**src/rtl/traffic_request_conditioner_if.sv**
```systemverilog
// Lane-vector bundle between the detector front-end and the traffic controller.
// master: detector/controller side, slave: the conditioner.
interface traffic_request_conditioner_if #(
  parameter int LANES = 4
);
  logic [LANES-1:0] sensor_raw;
  logic [LANES-1:0] green;
  logic [LANES-1:0] traffic;
  logic [LANES-1:0] present;
  logic [LANES-1:0] starve;

  modport master (output sensor_raw, green, input traffic, present, starve);
  modport slave  (input sensor_raw, green, output traffic, present, starve);
endinterface

```
**src/rtl/traffic_request_conditioner.sv**
```systemverilog
// Traffic request conditioner: synchronizes and debounces raw lane detectors and
// turns them into sticky per-lane requests, released once the lane is served and empty.
// Optional build macro: STARVE_ALARM_EN adds per-lane wait counters and the starve alarm;
// without it starve is tied low and the port list is unchanged.

// One lane: sync chain, debounce, request latch and optional wait counter.
module traffic_request_lane #(
  parameter int DEBOUNCE = 4,
  parameter int HOLD_MAX = 255
) (
  input  logic clk,
  input  logic rst,
  input  logic raw,
  input  logic green,
  output logic traffic,
  output logic present,
  output logic starve
);
  localparam int CW = $clog2(DEBOUNCE + 1);

  logic          s1, s2;
  logic [CW-1:0] cnt;

  // Two-flop synchronizer for the asynchronous detector input.
  always_ff @(posedge clk) begin
    if (rst) begin
      s1 <= 1'b0;
      s2 <= 1'b0;
    end else begin
      s1 <= raw;
      s2 <= s1;
    end
  end

  // Debounce: accept a change only after DEBOUNCE consecutive mismatching samples.
  always_ff @(posedge clk) begin
    if (rst) begin
      cnt     <= '0;
      present <= 1'b0;
    end else if (s2 == present) begin
      cnt <= '0;
    end else if (cnt == CW'(DEBOUNCE - 1)) begin
      cnt     <= '0;
      present <= s2;
    end else begin
      cnt <= cnt + CW'(1);
    end
  end

  // Sticky request: set on occupancy while not served, cleared once served and empty.
  always_ff @(posedge clk) begin
    if (rst)                     traffic <= 1'b0;
    else if (present && !green)  traffic <= 1'b1;
    else if (!present && green)  traffic <= 1'b0;
  end

`ifdef STARVE_ALARM_EN
  localparam int WW = $clog2(HOLD_MAX + 1);

  logic [WW-1:0] wait_cnt, wait_nxt;

  // Saturating count of cycles a pending request has gone unserved.
  always_comb begin
    wait_nxt = '0;
    if (traffic && !green)
      wait_nxt = (wait_cnt == WW'(HOLD_MAX)) ? wait_cnt : wait_cnt + WW'(1);
  end

  // Alarm is registered alongside the counter so it drops on the edge green is seen.
  always_ff @(posedge clk) begin
    if (rst) begin
      wait_cnt <= '0;
      starve   <= 1'b0;
    end else begin
      wait_cnt <= wait_nxt;
      starve   <= (wait_nxt == WW'(HOLD_MAX));
    end
  end
`else
  assign starve = 1'b0;
`endif
endmodule

// Top: an array of independent lanes; arbitration is left to the controller.
module traffic_request_conditioner #(
  parameter int LANES    = 4,
  parameter int DEBOUNCE = 4,
  parameter int HOLD_MAX = 255
) (
  input logic clk,
  input logic rst,
  traffic_request_conditioner_if.slave bus
);
  logic [LANES-1:0] traffic_v, present_v, starve_v;

  for (genvar i = 0; i < LANES; i++) begin : g_lane
    traffic_request_lane #(
      .DEBOUNCE (DEBOUNCE),
      .HOLD_MAX (HOLD_MAX)
    ) u_lane (
      .clk     (clk),
      .rst     (rst),
      .raw     (bus.sensor_raw[i]),
      .green   (bus.green[i]),
      .traffic (traffic_v[i]),
      .present (present_v[i]),
      .starve  (starve_v[i])
    );
  end

  assign bus.traffic = traffic_v;
  assign bus.present = present_v;
  assign bus.starve  = starve_v;
endmodule
```
**src/flat_wrapper.sv**
```systemverilog
// flat-port wrapper written by rule: the top's interface ports become plain ports
module traffic_request_conditioner_flat 
#(
  parameter int LANES    = 4,
  parameter int DEBOUNCE = 4,
  parameter int HOLD_MAX = 255
)
  (clk, rst, bus_sensor_raw, bus_green, bus_traffic, bus_present, bus_starve);
  traffic_request_conditioner_if #(.LANES(LANES)) bus_i ();
  input logic clk;
  input logic rst;
  input wire logic [$bits(bus_i.sensor_raw)-1:0] bus_sensor_raw;
  input wire logic [$bits(bus_i.green)-1:0] bus_green;
  output wire logic [$bits(bus_i.traffic)-1:0] bus_traffic;
  output wire logic [$bits(bus_i.present)-1:0] bus_present;
  output wire logic [$bits(bus_i.starve)-1:0] bus_starve;
  assign bus_i.sensor_raw = bus_sensor_raw;
  assign bus_i.green = bus_green;
  assign bus_traffic = bus_i.traffic;
  assign bus_present = bus_i.present;
  assign bus_starve = bus_i.starve;
  traffic_request_conditioner #(.LANES(LANES), .DEBOUNCE(DEBOUNCE), .HOLD_MAX(HOLD_MAX)) u_core (.clk(clk), .rst(rst), .bus(bus_i));
endmodule
```
**config.mk**
```make
export PLATFORM = sky130hd
export DESIGN_NAME = traffic_request_conditioner_flat
export DESIGN_NICKNAME = d
export VERILOG_FILES = /design/src/rtl/traffic_request_conditioner_if.sv /design/src/rtl/traffic_request_conditioner.sv /design/src/flat_wrapper.sv
export SDC_FILE = /design/constraint.sdc
export NUM_CORES = 1
export LEC_CHECK = 0
export CORE_MARGIN = 4
export CORE_UTILIZATION = 49
export CTS_CLUSTER_SIZE = 30
export DETAILED_ROUTE_END_ITERATION = 16
export GPL_TIMING_DRIVEN = 0
export PLACE_DENSITY = 0.77
export SETUP_SLACK_MARGIN = 0.4
export SYNTH_ARGS = -nofsm -noshare
export SYNTH_HDL_FRONTEND = slang
export SYNTH_HIERARCHICAL = 1
export SYNTH_SLANG_ARGS = --single-unit
```
**constraint.sdc**
```tcl
create_clock -name clk -period 1.44 [get_ports clk]
set_clock_uncertainty 0.1 [all_clocks]
set_input_delay 0.216 -clock clk [delete_from_list [all_inputs] [get_ports clk]]
set_output_delay 0.216 -clock clk [all_outputs]
set_load 0.1 [all_outputs]
```
==> flow_summary.rst, run 1 <==
.. list-table::
   :header-rows: 1

   * - Metric
     - Value
   * - Run status
     - finished clean
   * - Main area contributors after synthesis
     - dfxtp_1 51%, ha_1 14%, mux2i_1 7.3%
   * - Worst slew pin tran
     - 0.806 ns
   * - Gate count after technology mapping
     - 96
   * - Violation count after the first detailed-route iteration
     - 19
   * - Tmin final
     - 1.33 ns
   * - Distinct cells, synth
     - 11
   * - Die Area
     - 3050 um2
   * - Register bit count reported by yosys
     - 28
   * - Endpoint type of the worst setup path
     - register
   * - Layout cells sized above 1
     - 57.0%
   * - Wirelength, routed
     - 3.01 mm
   * - Portion of synthesized cell area occupied by the leading cell type
     - 51.4%
   * - Data arrival time at the worst-slack endpoint
     - 1.43 ns
   * - Worst vdd ir
     - 0.000957 V
   * - Number of vias per cell after detailed routing
     - around 5.2
   * - TritonCTS clock tree
     - done
   * - Count of endpoints failing hold in the final timing report
     - 0
   * - Number of core rows
     - 16
   * - Vias in the first global route
     - 787
   * - Setup repair after global routing missed its margin
     - true
   * - Placeable core region
     - a little over 2000 um2
   * - Post-synthesis average cell area
     - 11.4 um2
   * - Number of buffers inserted during clock tree synthesis
     - 3
   * - Met2 routed wirelength
     - roughly 1.6 mm
   * - Antenna fix cells
     - 0
   * - Fraction of the yosys area taken by sequential cells
     - 51.4%
   * - Effective utilization at floorplan
     - 53.4%
   * - CTS Sinks
     - 28
   * - Global Route Usage Sum
     - 18.4%
   * - Remaining DRCs
     - 0
   * - Floorplan die height
     - 55.2 um
   * - Leakage
     - 0.668 nW
   * - Total power divided by cell area
     - 784 nW/um2
   * - Number of antenna violations at the first check in global routing
     - 0
   * - GPL Wtd Cong
     - 0.629
   * - Wire length of the first global-routing pass
     - ~3.7 mm
   * - Total I/O pin count
     - 22
   * - Highest attainable clock frequency
     - ~0.75 GHz
   * - Detail Placement HPWL
     - 1.33 mm
   * - Pin count of the biggest net entering global routing
     - 29
   * - Total iterations of the first detailed-routing run
     - 4
   * - Summed instance area of the synthesized netlist
     - 1090 um2
   * - CTS clk-pin slew, worst paths
     - 0.16 ns
   * - Final Net Count
     - 151
   * - Buffer depth of the longest clock path
     - 2
   * - Setup slack after layout
     - roughly 0.11 ns
   * - Warnings from Yosys
     - 6
   * - Die boundary width
     - 55.2 um
   * - Critical path class
     - register to register
   * - Library cell occupying the most area in the post-synthesis netlist
     - dfxtp_1
   * - WL per Instance
     - 19.4 um
   * - Clock root buffer
     - clkbuf_4
   * - Share of the clock period used by the worst path
     - slightly above 90%
   * - Area Overhead vs Synth
     - 71.4%
   * - Worst-case headroom to the max-slew limit
     - 46.3%
   * - Worst Path Max Fanout
     - 3
   * - Total of endpoints with negative setup slack in the final report
     - 0
   * - Final worst hold slack
     - 0.328 ns
   * - R2R setup slack
     - between 0.1 and 0.15 ns
   * - Commonest cells after routing, fill and taps aside
     - 12 x ha_4, 12 x dfxtp_1, 11 x dfxtp_2
   * - Placement-stage worst setup slack
     - -0.455 ns
   * - Data required time at the worst endpoint
     - 1.54 ns
   * - Maximum level of the CTS H-tree
     - 1
   * - Mapped Nets
     - 118
   * - Count of maximum capacitance violations
     - 0
   * - Post-route non-filler standard cell count
     - 155
   * - Routed wire length on met3
     - about 180 um
   * - Post-DRT Antenna Nets
     - 0
   * - Type of origin of the critical path
     - register
   * - CTS hold repair buffers
     - 0
   * - Clock latency on the worst-skew pair
     - 0.33 ns
   * - GR Overflow Total
     - 0
   * - Final slew viol count
     - 0
   * - Number of I/O port buffers
     - 17
   * - Placed Cells incl. Taps
     - 140
   * - Uppermost layer routed
     - met4
   * - Post-layout utilization of the core
     - between 90% and 100%
   * - Routed met1 length
     - 1.16 mm
   * - Path class of the lowest-slack min-delay path
     - primary input to register
   * - Number of vias in the routed layout
     - 800
==> Yosys cell counts (all sizes together) <==
cell and number:
nor4 8, mux2i 8, xnor2 4, buf 4
nor2 8, ha 12, conb 4, nor4b 4
dfxtp 28, inv 8, nor2b 8
==> cell type report <==
cell class | count | area, um2
plain buffers | 4 | 30.0
repair buffers | 28 | 353
clock buffers | 3 | 22.5
multi-input cells | 56 | 778
inverters | 8 | 30.0
fillers | 69 | 171
well taps | 27 | 33.8
clock inverters | 1 | 30.0
flip-flops and latches | 28 | 593
==> flip-flops by register name, indices dropped and copies added, names as in the netlist <==
name                          count
u_core/g_lane.u_lane/s1           4
u_core/g_lane.u_lane/traffic      4
u_core/g_lane.u_lane/s2           4
u_core/g_lane.u_lane/cnt         12
u_core/g_lane.u_lane/present      4
==> power by group <==
part	internal (mW)	switching, mW
Combinational	0.0627	0.0925
Clock	0.282	0.237
Sequential	0.780	0.0125
==> kinds of logic (layout without fill, tap and decap cells) <==
family | after synthesis | count (layout) | synth area share, %
xor+xnor | 4 | 4 | 3.21
fa+ha+maj | 12 | 12 | 13.8
buf+inv | 12 | 44 | 5.50
flops | 28 | 28 | 51.4
mux | 8 | 8 | 7.34
other cells | 4 | 4 | 1.38
simple gates | 28 | 28 | 17.4
==> worst paths after layout <==
check,from,cells past startpoint,to
setup / recovery,u_core/g_lane[3].u_lane/present$_SDFFE_PP0P_,4,u_core/g_lane[3].u_lane/traffic$_SDFFE_PP0P_
hold / removal,bus_sensor_raw[0],2,u_core/g_lane[0].u_lane/s1$_SDFF_PP0_
setup reg to reg,u_core/g_lane[3].u_lane/present$_SDFFE_PP0P_,4,u_core/g_lane[3].u_lane/traffic$_SDFFE_PP0P_
hold reg to reg,u_core/g_lane[2].u_lane/s1$_SDFF_PP0_,1,u_core/g_lane[2].u_lane/s2$_SDFF_PP0_
==> through the flow <==
step | TNS (ns) | power, mW | cell area (um2)
final | 0 | 1.47 | 1870
after CTS | 0 | 1.45 | 1780
after floorplan | 0 | 0.890 | 1270
after global routing | 0 | 1.52 | 1870
after detailed placement | -12.61 | 0.931 | 1470
after global placement | -11.75 | 0.928 | 1470
==> what timing repair did <==
item,4_1_cts,5_1_grt
setup endpoints to repair,36,28
gates cloned,0,0
pin swaps,10,7
buffers inserted,8,3
gates resized for setup,94,12
==> critical path, cell delays in order (launching register included) <==
cell and delay [ns]:
dfxtp_4 0.39, buf_6 0.12, ha_4 0.25, mux2i_1 0.24
nor2_1 0.09
==> per-layer routing <==
layer	vias to the layer above	GRT usage, %
met5	-	0
met2	27	31.5
met3	6	4.56
li1	381	-
met1	386	21.5
met4	0	8.50
No activity file was read; power rests on OpenSTA's default activity.
==> inputs of run 2 (changes only) <==
--- a/config.mk
+++ b/config.mk
@@ -5,8 +5,9 @@
 export SDC_FILE = /design/constraint.sdc
 export NUM_CORES = 1
 export LEC_CHECK = 0
+export ABC_AREA = 1
 export CORE_MARGIN = 4
-export CORE_UTILIZATION = 49
+export CORE_UTILIZATION = 50
 export CTS_CLUSTER_SIZE = 30
 export DETAILED_ROUTE_END_ITERATION = 16
 export GPL_TIMING_DRIVEN = 0
==> flow_summary.rst, run 2 <==
.. list-table::
   :header-rows: 1

   * - Metric
     - Value
   * - Biggest register
     - u_core/g_lane.u_lane/cnt (unchanged)
   * - Data required time at the worst endpoint
     - 1.12 ns (was 1.54 ns)
   * - Worst slew pin tran
     - 0.573 ns (was 0.806 ns)
   * - Worst vdd ir
     - 0.000765 V (was 0.000957 V)
   * - TritonCTS clock tree
     - done (unchanged)
   * - Remaining DRCs
     - 0 (unchanged)
   * - Main area contributors after synthesis
     - dfxtp_1 48%, ha_1 13%, inv_1 12% (was dfxtp_1 51%, ha_1 14%, mux2i_1 7.3%)
   * - Effective utilization at floorplan
     - 52.5% (was 53.4%)
   * - Portion of synthesized cell area occupied by the leading cell type
     - 48.3% (was 51.4%)
   * - Total iterations of the first detailed-routing run
     - 4 (unchanged)
   * - Max stage delay on crit path
     - 0.39 ns (about the same)
   * - Number of core rows
     - 17 (was 16)
   * - Worst reg-to-reg path cell count
     - 5 (was 4)
   * - Sequential share of power
     - 63.1% (was 54.1%)
   * - Placement-stage worst setup slack
     - -0.378 ns (was -0.455 ns)
   * - Share of synthesized cell area in full adder, half adder and majority cells
     - 12.9% (was 13.8%)
   * - Largest register FFs
     - 12 (unchanged)
   * - Warnings from Yosys
     - 6 (unchanged)
   * - Pin count of the biggest net entering global routing
     - 21 (was 29)
   * - Synthesized-area fraction occupied by xor and xnor cells
     - 0% (was 3.21%)
   * - Post-route non-filler standard cell count
     - 201 (was 155)
   * - Post-DRT Antenna Nets
     - 0 (unchanged)
   * - GPL Wtd Cong
     - 0.710 (was 0.629)
   * - Post-synthesis average cell area
     - 8.06 um2 (was 11.4 um2)
   * - Worst path cell trace
     - buf_12 (was buf_6, ha_4, mux2i_1, nor2_1)
   * - Critical path startpoint
     - u_core/g_lane[1].u_lane/present$_SDFFE_PP0P_ (was u_core/g_lane[3].u_lane/present$_SDFFE_PP0P_)
   * - Worst-case headroom to the max-slew limit
     - 61.8% (was 46.3%)
   * - Clock latency on the worst-skew pair
     - 0.32 ns (was 0.33 ns)
   * - Reg2reg start
     - u_core/g_lane[1].u_lane/cnt[0]$_SDFF_PP0_ (was u_core/g_lane[3].u_lane/present$_SDFFE_PP0P_)
   * - Total power after layout
     - 1.25 mW (was 1.47 mW)
   * - Data arrival time at the worst-slack endpoint
     - 0.88 ns (was 1.43 ns)
   * - Cell depth of the worst min-delay path
     - 2 (unchanged)
   * - Highest attainable clock frequency
     - 0.833 GHz (was 0.752 GHz)
   * - Summed instance area of the synthesized netlist
     - 1160 um2 (was 1090 um2)
   * - Area Overhead vs Synth
     - 54.0% (was 71.4%)
   * - Psw
     - 0.309 mW (was 0.342 mW)
   * - GR Overflow Total
     - 0 (unchanged)
   * - Die boundary width
     - 56.2 um (was 55.2 um)
   * - Total I/O pin count
     - 22 (unchanged)
   * - Leakage
     - 0.728 nW (was 0.668 nW)
   * - WL per Instance
     - 10.6 um (was 19.4 um)
   * - Layout cells sized above 1
     - 43.9% (was 57.0%)
   * - Antenna fix cells
     - 0 (unchanged)
   * - Die Area
     - 3160 um2 (was 3050 um2)
   * - Global Route Usage Sum
     - 14.8% (was 18.4%)
   * - Detail Placement HPWL
     - 1.39 mm (was 1.33 mm)
   * - Gate count after technology mapping
     - 144 (was 96)
   * - Placed Cells incl. Taps
     - 189 (was 140)
   * - Combinational family with the most area after synthesis
     - simple AND/OR/NAND/NOR gates (unchanged)
   * - Final slew viol count
     - 0 (unchanged)
   * - Placeable core region
     - 2210 um2 (was 2040 um2)
   * - Final Net Count
     - 196 (was 151)
   * - Number of cells on the critical path
     - 1 (was 4)
   * - Count of endpoints failing hold in the final timing report
     - 0 (unchanged)
   * - Critical path class
     - register to output pin (was register to register)
   * - Distinct cells, synth
     - 11 (unchanged)
   * - Compound-cell area share of the yosys netlist
     - 1.72% (was 0%)
   * - Setup slack after layout
     - 0.239 ns (was 0.111 ns)
   * - Number of antenna violations at the first check in global routing
     - 0 (unchanged)
   * - Endpoint type of the worst setup path
     - output pin (was register)
   * - Post-layout utilization of the core
     - 80.8% (was 91.6%)
   * - Slowest library cell on the worst path
     - dfxtp_4 (unchanged)
   * - Register bit count reported by yosys
     - 28 (unchanged)
   * - Switching share of power
     - 24.7% (was 23.3%)
   * - CTS clk-pin slew, worst paths
     - 0.15 ns (was 0.16 ns)
   * - Commonest cells after routing, fill and taps aside
     - 32 x inv_1, 24 x nor2_1 (was 12 x ha_4, 12 x dfxtp_1, 11 x dfxtp_2)
   * - Final setup TNS
     - 0 ns (unchanged)
   * - Number of I/O port buffers
     - 17 (unchanged)
   * - Gate family responsible for the most delay along the worst path
     - flip-flops (unchanged)
   * - Setup repair after global routing missed its margin
     - true (unchanged)
   * - Most common cell after layout, fill and taps aside
     - inv_1
   * - Share of the clock period used by the worst path
     - 83.4% (was 92.3%)
   * - Count of maximum capacitance violations
     - 0 (unchanged)
   * - Share of total power in combinational logic
     - 11.5% (was 10.6%)
   * - Clock power share
     - 25.4% (was 35.3%)
   * - Total power divided by cell area
     - 700 nW/um2 (was 784 nW/um2)
   * - Worst Path Max Fanout
     - 2 (was 3)
   * - Clock root buffer
     - clkbuf_4 (unchanged)
   * - Path class of the lowest-slack min-delay path
     - register to register (was primary input to register)
   * - Most common flop cell mapped by yosys
     - dfxtp_1 (unchanged)
   * - Simple-gate share of the synthesized area
     - 21.6% (was 17.4%)
   * - Fraction of the yosys area taken by sequential cells
     - 48.3% (was 51.4%)
   * - Buffering stage count on the worst path with inverters included
     - 1 (unchanged)
   * - Cell types with the highest counts after synthesis
     - 36 x inv_1, 28 x dfxtp_1, 28 x nor2_1 (was 28 x dfxtp_1, 12 x ha_1)
   * - Run status
     - finished clean (unchanged)
   * - Number of enable-type register cells in the synthesized netlist
     - 0 (unchanged)
   * - Number of vias in the routed layout
     - 901 (was 800)
   * - Cell-internal power
     - 0.943 mW (was 1.12 mW)
   * - Beginning of the worst hold path
     - u_core/g_lane[3].u_lane/s1$_SDFF_PP0_ (was bus_sensor_raw[0])
   * - Share of flip-flops with an asynchronous set or reset after synthesis
     - 0% (unchanged)
   * - Count leader, synth
     - inv_1 (was dfxtp_1)
   * - Violation count after the first detailed-route iteration
     - 18 (was 19)
   * - CTS Sinks
     - 28 (unchanged)
   * - Number of vias per cell after detailed routing
     - 4.48 (was 5.16)
   * - Number of buffers inserted during clock tree synthesis
     - 3 (unchanged)
   * - Mapped Nets
     - 166 (was 118)
   * - Buffer depth of the longest clock path
     - 2 (unchanged)
   * - Wirelength, routed
     - 2.13 mm (was 3.01 mm)
   * - Type of origin of the critical path
     - register (unchanged)
   * - Floorplan die height
     - 56.2 um (was 55.2 um)
   * - Tmin final
     - 1.20 ns (was 1.33 ns)
   * - Total of endpoints with negative setup slack in the final report
     - 0 (unchanged)
   * - Wire length of the first global-routing pass
     - 3.70 mm (was 3.73 mm)
   * - Library cell occupying the most area in the post-synthesis netlist
     - dfxtp_1 (unchanged)
   * - Maximum level of the CTS H-tree
     - 1 (unchanged)
   * - CTS hold repair buffers
     - 0 (unchanged)
   * - Portion of netlist area occupied by mux cells
     - 0% (was 7.34%)
   * - Vias in the first global route
     - 914 (was 787)
-- run 2: cell families (layout without fill, tap and decap cells) --
family,after synthesis,after routing
AO/OA/AOI/OAI,4,4
adder cells (fa/ha/maj),12,12
buffers and inverters,40,69
flip-flops,28,28
other,4,4
AND/OR/NAND/NOR,56,56
-- run 2: path summary, 6_finish.rpt --
kind	slack [ns]	endpoint
worst max-delay path	0.24	bus_present[1]
worst min-delay path	0.30	u_core/g_lane[3].u_lane/s2$_SDFF_PP0_
worst max register to register	0.27	u_core/g_lane[1].u_lane/cnt[2]$_SDFF_PP0_
worst min register to register	0.30	u_core/g_lane[3].u_lane/s2$_SDFF_PP0_
-- run 2: layout make-up --
type / instances / area (um2)
Inverter: 36 / 135
Timing Repair Buffer: 25 / 317
Buffer: 4 / 30.0
Tap cell: 28 / 35.0
Fill cell: 132 / 424
Sequential cell: 28 / 591
Clock buffer: 4 / 26.3
Multi-Input combinational cell: 76 / 654
-- run 2: stage by stage --
step / hold slack, ns / cell area, um2
6_report: 0.297 / 1790
5_1_grt: 0.313 / 1790
4_1_cts: 0.297 / 1720
3_5_place_dp: 0.292 / 1460
3_3_place_gp: 0.290 / 1460
2_1_floorplan: 0.178 / 1250
-- run 2: repair_timing --
action | 4_1_cts | 5_1_grt
resized for setup | 98 | 18
endpoints found under the setup margin | 36 | 35
pin swaps | 21 | 14
gates cloned | 0 | 0
buffers inserted | 6 | 2
-- run 2: power groups by stage --
stage	logic, mW	registers, mW	clock network [mW]
after floorplan	0.0915	0.804	0
after global placement	0.126	0.804	0
after detailed placement	0.130	0.805	0
after CTS	0.134	0.789	0.332
after global routing	0.157	0.792	0.366
final	0.143	0.789	0.318
-- run 2: per-layer routing --
metal / part of all wire [%] / vias up / global-route usage [%] / wire (um)
met2: 55 / 21 / 29.2 / 1170
met5: 0 / - / 0 / 0
met3: 4.4 / 4 / 2.55 / 94
met1: 39 / 408 / 14.8 / 833
met4: 1.3 / 0 / 6.10 / 28
li1: - / 468 / - / -
-- run 2: worst reg2reg max path: stages, from the launching register on --
cell,delay [ns]
dfxtp_2,0.36
ha_4,0.16
ha_4,0.17
nor2_4,0.11
nand3_4,0.12
nor2_4,0.11
==> inputs of run 3 (changes only) <==
==> constraint.sdc (replaced) <==
create_clock -name clk -period 1.2 [get_ports clk]
set_clock_uncertainty 0.1 [all_clocks]
set_input_delay 0.18 -clock clk [delete_from_list [all_inputs] [get_ports clk]]
set_output_delay 0.18 -clock clk [all_outputs]
set_load 0.1 [all_outputs]
==> flow_summary.rst, run 3 (synthesized netlist as in run 2, its figures left out) <==
.. list-table::
   :header-rows: 1

   * - Metric
     - Value
   * - Number of vias in the routed layout
     - 934 (was 901)
   * - Filler Cells Inserted
     - 123 (was 132)
   * - Count of maximum capacitance violations
     - 0 (unchanged)
   * - Buffer depth of the longest clock path
     - 2 (unchanged)
   * - Worst path cell trace
     - buf_4, ha_4, nand2_1, a21oi_1 (was buf_12)
   * - Largest register FFs
     - 12 (unchanged)
   * - Maximum level of the CTS H-tree
     - 1 (unchanged)
   * - Remaining DRCs
     - 0 (unchanged)
   * - Clock latency on the worst-skew pair
     - 0.34 ns (was 0.32 ns)
   * - Worst Hold Path EP
     - u_core/g_lane[1].u_lane/s1$_SDFF_PP0_ (was u_core/g_lane[3].u_lane/s2$_SDFF_PP0_)
   * - Count of endpoints failing hold in the final timing report
     - 0 (unchanged)
   * - Worst-case headroom to the max-slew limit
     - 62.9% (was 61.8%)
   * - TritonCTS clock tree
     - done (unchanged)
   * - CTS Sinks
     - 28 (unchanged)
   * - Clock power share
     - 35.9% (was 25.4%)
   * - Placement-stage cell area
     - 1560 um2 (was 1460 um2)
   * - Die boundary width
     - 56.2 um (unchanged)
   * - GPL Wtd Cong
     - 0.703 (was 0.710)
   * - Slowest library cell on the worst path
     - dfxtp_4 (unchanged)
   * - Cell-internal power
     - 1.33 mW (was 0.943 mW)
   * - Total I/O pin count
     - 22 (unchanged)
   * - Wirelength, routed
     - 2.63 mm (was 2.13 mm)
   * - Highest attainable clock frequency
     - 0.840 GHz
   * - Worst vdd ir
     - 0.000778 V (was 0.000765 V)
   * - Run status
     - finished clean (unchanged)
   * - Detail Placement HPWL
     - 1.40 mm (was 1.39 mm)
   * - Path class of the lowest-slack min-delay path
     - primary input to register (was register to register)
   * - Data arrival time at the worst-slack endpoint
     - 1.36 ns (was 0.88 ns)
   * - Sequential share of power
     - 53.7% (was 63.1%)
   * - Clock root buffer
     - clkbuf_4 (unchanged)
   * - Vias in the first global route
     - 938 (was 914)
   * - Floorplan die height
     - 56.2 um (unchanged)
   * - Final slew viol count
     - 0 (unchanged)
   * - Total iterations of the first detailed-routing run
     - 4 (unchanged)
   * - Worst flop-to-flop path endpoint
     - u_core/g_lane[1].u_lane/traffic$_SDFFE_PP0P_ (was u_core/g_lane[1].u_lane/cnt[2]$_SDFF_PP0_)
   * - Worst reg-to-reg path cell count
     - 4 (was 5)
   * - Die Area
     - 3160 um2 (unchanged)
   * - CTS clk-pin slew, worst paths
     - 0.15 ns (about the same)
   * - Share of the clock period used by the worst path
     - between 90 and 100%
   * - Final setup TNS
     - 0 ns (unchanged)
   * - WL per Instance
     - 12.9 um (was 10.6 um)
   * - Area used by multi-input combinational logic
     - 671 um2 (was 654 um2)
   * - Data required time at the worst endpoint
     - 1.37 ns (was 1.12 ns)
   * - Leakage
     - 0.750 nW (was 0.728 nW)
   * - Biggest register
     - u_core/g_lane.u_lane/cnt (unchanged)
   * - Endpoint type of the worst setup path
     - register (was output pin)
   * - Antenna fix cells
     - 0 (unchanged)
   * - Beginning of the worst hold path
     - bus_sensor_raw[1] (was u_core/g_lane[3].u_lane/s1$_SDFF_PP0_)
   * - Type of origin of the critical path
     - register (unchanged)
   * - Setup repair after global routing missed its margin
     - true (unchanged)
   * - Final Net Count
     - 198 (was 196)
   * - Total of endpoints with negative setup slack in the final report
     - 0 (unchanged)
   * - Final standard cell area without fillers
     - 1860 um2 (was 1790 um2)
   * - Max stage delay on crit path
     - 0.39 ns (about the same)
   * - Buffering stage count on the worst path with inverters included
     - 1 (unchanged)
   * - Effective utilization at floorplan
     - 52.5% (unchanged)
   * - Reg2reg start
     - u_core/g_lane[1].u_lane/present$_SDFFE_PP0P_ (was u_core/g_lane[1].u_lane/cnt[0]$_SDFF_PP0_)
   * - Number of antenna violations at the first check in global routing
     - 0 (unchanged)
   * - Number of I/O port buffers
     - 17 (unchanged)
   * - R2R setup slack
     - 0.01 ns (was 0.27 ns)
   * - Switching share of power
     - 23.9% (was 24.7%)
   * - Number of core rows
     - 17 (unchanged)
   * - Number of vias per cell after detailed routing
     - 4.60 (was 4.48)
   * - Post-layout utilization of the core
     - 84.2% (was 80.8%)
   * - Cell depth of the worst min-delay path
     - 3 (was 2)
   * - Wire length of the first global-routing pass
     - 4.00 mm (was 3.70 mm)
   * - Most common cell after layout, fill and taps aside
     - inv_1 (unchanged)
   * - Psw
     - 0.418 mW (was 0.309 mW)
   * - Violation count after the first detailed-route iteration
     - 26 (was 18)
   * - Placeable core region
     - 2210 um2 (unchanged)
   * - Final worst hold slack
     - 0.228 ns (was 0.297 ns)
   * - Worst Path Max Fanout
     - 4 (was 2)
   * - Worst slew pin tran
     - 0.556 ns (was 0.573 ns)
   * - Pin count of the biggest net entering global routing
     - 21 (unchanged)
   * - Total power after layout
     - 1.75 mW (was 1.25 mW)
   * - Total power divided by cell area
     - 941 nW/um2 (was 700 nW/um2)
   * - Area Overhead vs Synth
     - 60.3% (was 54.0%)
   * - Number of buffers inserted during clock tree synthesis
     - 3 (unchanged)
   * - CTS hold repair buffers
     - 0 (unchanged)
   * - GR Overflow Total
     - 0 (unchanged)
   * - Layout cells sized above 1
     - 48.0% (was 43.9%)
   * - Critical path class
     - register to register (was register to output pin)
   * - Share of total power in combinational logic
     - 10.4% (was 11.5%)
   * - Global Route Usage Sum
     - 16.2% (was 14.8%)
   * - Sequential cell area
     - 601 um2 (was 591 um2)
   * - Post-DRT Antenna Nets
     - 0 (unchanged)
   * - Gate family responsible for the most delay along the worst path
     - flip-flops (unchanged)
   * - Commonest cells after routing, fill and taps aside
     - 31 x inv_1, 17 x nor2_1, 14 x nand2_1 (was 32 x inv_1, 24 x nor2_1)
   * - Tmin final
     - 1.19 ns
run 3: worst register-to-register path, cell delays in order, from the launching register on:
cell	delay (ns)
dfxtp_4	0.39
buf_4	0.15
ha_4	0.26
nand2_1	0.06
a21oi_1	0.16
run 3: area by class of cell:
class,count,share of cell area [%]
inverter,36,7.26
multi-input combinational,76,36.0
sequential,28,32.3
tap,28,1.88
buffer,4,1.61
clock buffer,3,1.21
timing repair buffer,27,18.1
clock inverter,1,1.61
run 3: metal layers:
metal | global-route usage [%] | part of all wire (%) | up-vias
met3 | 2.55 | 3.3 | 6
met5 | 0 | 0 | -
li1 | - | - | 473
met1 | 16.6 | 40 | 441
met4 | 8.47 | 2.4 | 0
met2 | 30.7 | 54 | 14
run 3: how the worst max path moves through the flow:
stage / endpoint / start / depth (start not counted) / slack (ns)
3_3_place_gp: bus_present[1] / u_core/g_lane[1].u_lane/present$_SDFFE_PP0P_ / 1 / -0.58
5_1_grt: u_core/g_lane[3].u_lane/traffic$_SDFFE_PP0P_ / u_core/g_lane[3].u_lane/present$_SDFFE_PP0P_ / 4 / -0.03
2_1_floorplan: u_core/g_lane[0].u_lane/traffic$_SDFFE_PP0P_ / u_core/g_lane[0].u_lane/present$_SDFFE_PP0P_ / 4 / 0.06
6_report: u_core/g_lane[1].u_lane/traffic$_SDFFE_PP0P_ / u_core/g_lane[1].u_lane/present$_SDFFE_PP0P_ / 4 / 0.01
3_5_place_dp: bus_present[2] / u_core/g_lane[2].u_lane/present$_SDFFE_PP0P_ / 1 / -0.57
4_1_cts: bus_present[1] / u_core/g_lane[1].u_lane/present$_SDFFE_PP0P_ / 1 / 0.02
run 3: power groups by stage:
| stage | clock network, mW | registers [mW] | logic [mW] |
|---|---|---|---|
| after CTS | 0.626 | 0.939 | 0.164 |
| after floorplan | 0 | 0.958 | 0.111 |
| after detailed placement | 0 | 0.960 | 0.158 |
| after global placement | 0 | 0.959 | 0.154 |
| after global routing | 0.672 | 0.943 | 0.196 |
| final | 0.630 | 0.941 | 0.182 |
run 3: through the flow:
stage / setup WS, ns / instances
after floorplan: 0.0633 / 144
after global placement: -0.582 / 189
after detailed placement: -0.573 / 189
after CTS: 0.0165 / 201
after global routing: -0.0338 / 203
final: 0.00959 / 203
run 3: what timing repair did:
item,CTS,global route
gates cloned,0,0
resized for setup,81,25
setup buffers,8,2
pin swaps,6,7
setup endpoints to repair,36,28
